### config.mk
export PLATFORM = sky130hd
export DESIGN_NAME = result_axis_serializer
export DESIGN_NICKNAME = d
export VERILOG_FILES = /design/src/rtl/result_axis_serializer.sv
export SDC_FILE = /design/constraint.sdc
export NUM_CORES = 1
export LEC_CHECK = 0
export ABC_AREA = 1
export CAP_MARGIN = 25
export CORE_MARGIN = 2
export CORE_UTILIZATION = 50
export CTS_BUF_LIST = sky130_fd_sc_hd__clkbuf_16
export CTS_CLUSTER_DIAMETER = 30
export CTS_CLUSTER_SIZE = 8
export DETAILED_ROUTE_END_ITERATION = 10
export PLACE_DENSITY_LB_ADDON = 0.15
export RECOVER_POWER = 25
export SYNTH_ARGS = -nofsm -noshare
export SYNTH_HDL_FRONTEND = slang
export SYNTH_SLANG_ARGS = --single-unit
export TNS_END_PERCENT = 50
### constraint.sdc
create_clock -name axi_clk -period 2.7 [get_ports axi_clk]
set_clock_uncertainty 0.1 [all_clocks]
set_input_delay 0.54 -clock axi_clk [delete_from_list [all_inputs] [get_ports axi_clk]]
set_output_delay 0.54 -clock axi_clk [all_outputs]
set_load 0.03 [all_outputs]
### src/rtl/result_axis_serializer.sv
// Serializes one 144-bit result matrix per handshake into 32-bit AXI-Stream beats for the DMA S2MM channel.
// Optional feature macro: RESULT_TKEEP_EN adds the m_axis_keep byte-strobe output.
module result_axis_serializer #(
    parameter int ELEM_W         = 16,
    parameter int N_ELEMS        = 9,
    parameter int ELEMS_PER_BEAT = 2
) (
    input  logic                               axi_clk,
    input  logic                               axi_rst_n,
    input  logic                               s_axis_valid,
    input  logic [ELEM_W*N_ELEMS-1:0]          s_axis_data,
    output logic                               s_axis_ready,
    output logic                               m_axis_valid,
    output logic [ELEM_W*ELEMS_PER_BEAT-1:0]   m_axis_data,
    output logic                               m_axis_last,
    input  logic                               m_axis_ready
`ifdef RESULT_TKEEP_EN
    ,
    output logic [ELEM_W*ELEMS_PER_BEAT/8-1:0] m_axis_keep
`endif
);

    localparam int IN_W  = ELEM_W * N_ELEMS;
    localparam int OUT_W = ELEM_W * ELEMS_PER_BEAT;
    localparam int BEATS = (N_ELEMS + ELEMS_PER_BEAT - 1) / ELEMS_PER_BEAT;
    localparam int CNT_W = (BEATS > 1) ? $clog2(BEATS) : 1;
    localparam logic [CNT_W-1:0] LAST_CNT = CNT_W'(BEATS - 1);

    typedef enum logic {
        IDLE,
        SEND
    } state_t;

    state_t                  state;
    state_t                  next_state;
    logic [CNT_W-1:0]        beat_cnt;
    logic [CNT_W-1:0]        next_cnt;
    logic [IN_W-1:0]         hold_q;
    logic                    load;
    logic                    last_beat;
    logic [BEATS*OUT_W-1:0]  padded;

    assign last_beat = (state == SEND) && (beat_cnt == LAST_CNT);

    // Ready is gated by reset so the upstream never hands over a matrix that would be dropped.
    assign s_axis_ready = axi_rst_n & ((state == IDLE) | (last_beat & m_axis_ready));

    assign m_axis_valid = (state == SEND);
    assign m_axis_last  = last_beat;

    always_comb begin
        next_state = state;
        next_cnt   = beat_cnt;
        load       = 1'b0;
        case (state)
            IDLE: begin
                if (s_axis_valid) begin
                    load       = 1'b1;
                    next_cnt   = '0;
                    next_state = SEND;
                end
            end
            SEND: begin
                if (m_axis_ready) begin
                    if (beat_cnt != LAST_CNT) begin
                        next_cnt = beat_cnt + 1'b1;
                    end else if (s_axis_valid) begin
                        load     = 1'b1;
                        next_cnt = '0;
                    end else begin
                        next_cnt   = '0;
                        next_state = IDLE;
                    end
                end
            end
            default: begin
                next_state = IDLE;
                next_cnt   = '0;
            end
        endcase
    end

    always_ff @(posedge axi_clk or negedge axi_rst_n) begin
        if (!axi_rst_n) begin
            state    <= IDLE;
            beat_cnt <= '0;
            hold_q   <= '0;
        end else begin
            state    <= next_state;
            beat_cnt <= next_cnt;
            if (load) begin
                hold_q <= s_axis_data;
            end
        end
    end

    // Zero-extending the matrix to a whole number of beats makes the pad slots of the final beat read as zero.
    always_comb begin
        padded           = '0;
        padded[IN_W-1:0] = hold_q;
    end

    always_comb begin
        m_axis_data = '0;
        if (state == SEND) begin
            m_axis_data = padded[int'(beat_cnt)*OUT_W +: OUT_W];
        end
    end

`ifdef RESULT_TKEEP_EN
    localparam int BYTES_PER_ELEM = ELEM_W / 8;

    always_comb begin
        m_axis_keep = '0;
        if (state == SEND) begin
            for (int j = 0; j < ELEMS_PER_BEAT; j++) begin
                if (int'(beat_cnt) * ELEMS_PER_BEAT + j < N_ELEMS) begin
                    m_axis_keep[j*BYTES_PER_ELEM +: BYTES_PER_ELEM] = '1;
                end
            end
        end
    end
`endif

endmodule
==> metrics <==
chip width=125 um; Residual DRC=0; Tightest Pin Transition=0.955 ns; Initial Utilization=0.506; top cells by area, synth=dfrtp_1, nand2_1, nand3_1; CTS Buf Count=17; leakage=4.96 nW; vias in the first global route=6880; Rows=44; setup TNS=0 ns; Startpoint Class=flop; fillers=1218; WL per Instance=15.7 um; RSZ-0062 raised after global routing=false; clock-pin slew on the worst setup and hold paths=0.06 ns; Placed Area=0.00912 mm2; # diodes=0; htree depth=4; Synth Flop Type=dfrtp_1; Power per Cell Area=1210 mW/mm2; Seq/Total Area, Yosys=0.507; Internal Power=0.00668 W; largest net degree at the start of global routing=111; Gate power share=0.476; Synth Warn #=0; EDFF count, synth=0; worst rel slew slack=0.363; Final #Nets=1274; most frequent cell after synthesis=nand2_1; fin area=0.00972 mm2; share of the synthesized area in the top cell type=0.507; CP endpoint kind=output port; Final ANT Viol Nets=0; Multi-input gate area=0.00303 mm2; Max FO, Critical Path=46; CP required=2.06 ns; Cells after Synth=972; Root Buffer=clkbuf_16; share of cells above drive strength 1=0.0775; M2 GR Usage=0.454; port buffer count=182; vias per cell=5.22; #FFs+latches synth=148; crit-path cells=buf_12 -> nor2_1 -> nor2_1 -> o21ai_0 -> a21oi_1 -> buf_4; clock network power share=0.197; HPWL after DPL=14400 um; IO Count=183; busiest grt layer=met2; Final GP Congestion=0.834; drt first pass iters=5; gr ovfl total=0; Max Cap Viol=0; CP max stage cell=dfrtp_2; Area growth, synth to finish=33.0%; area leader, netlist=dfrtp_1; Global Route met3 Usage=0.0601; Worst path most repeated cell=nor2_1; GRT Total Usage=0.277; TritonCTS Sinks=148; deepest clock path buffer count=2; CP max stage delay=0.47 ns; Clk Latency, worst-skew pair=0.42 ns; NetSw=0.00503 W; Crit Path Category=reg -> out; final WL=20800 um; WP buf/inv=2; post-CTS setup buffer count=0; crit-path leading delay family=flip-flops; die area=0.0156 mm2; Register Area=0.00370 mm2; Cell variety after synth=21; fin. max-slew vios=0; synthesized area=0.00730 mm2; Worst VDD drop=1080 uV; met1 Track Usage GR=0.360; Net Sw Frac=0.429; CTS tree=built; Tcrit/Tclk final=0.967; Critical Path AT=1.97 ns; status=finished clean; Sequential Power Share=0.327; Final Critical Period=2.61 ns; most instantiated cells after synthesis=nand2_1, nand3_1, dfrtp_1; global-route wire length before repair=34000 um; Synth Net Count=1122; # setup viols final=0; initial antenna violation count=0; max frequency=383 MHz; Initial DRC Count=516; die height=125 um; Final Hold Viols=0; Mean Syn Cell Area=7.51 um2; vias=6895; min-delay worst type=reg -> reg; core footprint=0.0144 mm2; ys async rst share=1.00
power by group through the flow:
stage / registers, W / clock network (W) / logic (W)
after floorplan: 0.00365 / 0 / 0.00371
after global placement: 0.00381 / 0 / 0.00549
after detailed placement: 0.00383 / 0 / 0.00558
after CTS: 0.00382 / 0.00234 / 0.00558
after global routing: 0.00394 / 0.00242 / 0.00620
final: 0.00383 / 0.00231 / 0.00558
flip-flops by register name, summed over array words and instances, names as in the netlist:
name and count:
hold_q 144, beat_cnt 3, m_axis_valid 1
cell usage in the layout (no fill, tap or decap), types with 3 or more instances in the layout:
cell and n:
buf_4 42, clkinv_2 5, bufinv_16 3, dfrtp_1 147, inv_1 48, o21ai_0 34
clkinv_1 3, clkbuf_16 17, a21oi_1 15, buf_12 6, nand3_1 201, buf_6 3
clkdlybuf4s50_1 146, dlygate4sd2_1 4, o21ai_1 10, nor2_1 63, nand2_1 370
per-layer routing:
layer	routed length [um]	vias to the layer above
met3	1360	43
met5	0	-
met4	672	0
met2	9970	258
li1	-	3397
met1	8770	3197
what timing repair did:
item	in CTS	in global routing
resized for setup	6	6
endpoints found under the setup margin	14	15
hold buffers	1	0
cloned	0	0
hold endpoints to repair	9	0
final cells by class:
| class | count | share of cell area |
|---|---|---|
| tap | 184 | 0.0237 |
| inverter | 48 | 0.0188 |
| clock inverter | 14 | 0.0151 |
| clock buffer | 17 | 0.0438 |
| multi-input combinational | 704 | 0.312 |
| sequential | 148 | 0.381 |
| timing repair buffer | 205 | 0.205 |
worst min-delay path: stages (launching register included):
cell,delay [ns]
dfrtp_1,0.34
nand2_1,0.05
nand2_1,0.04
logic make-up after synthesis:
logic type | count (synthesis) | share of synthesized area
AO/OA/AOI/OAI | 63 | 0.0440
flip-flops | 148 | 0.507
XOR/XNOR | 1 | 0.00120
adder cells (fa/ha/maj) | 2 | 0.00343
buffers and inverters | 120 | 0.0814
AND/OR/NAND/NOR | 638 | 0.363
per-stage QoR:
step	hold WS [ns]	setup WS, ns	utilization	std cells	total power [W]
2_1_floorplan	0.144	0.167	-	972	0.00736
3_3_place_gp	0.262	0.358	0.632	1288	0.00930
3_5_place_dp	0.263	0.251	0.632	1288	0.00940
4_1_cts	0.368	0.00586	0.672	1320	0.0117
5_1_grt	0.389	0.000389	0.674	1320	0.0126
6_report	0.366	0.0892	0.674	1320	0.0117
worst paths after layout:
| check | startpoint | endpoint | slack [ns] | cells after the start |
|---|---|---|---|---|
| setup / recovery | beat_cnt[0] | m_axis_data[19] | 0.09 | 6 |
| hold / removal | hold_q[63] | hold_q[63] | 0.37 | 2 |
| setup reg to reg | beat_cnt[1] | hold_q[112] | 0.46 | 9 |
| hold reg to reg | hold_q[63] | hold_q[63] | 0.37 | 2 |
| max in group asynchronous | axi_rst_n | hold_q[116] | 0.92 | 3 |
| min in group asynchronous | axi_rst_n | hold_q[75] | 0.40 | 2 |
Note: power is estimated with default switching activity, not from simulation.
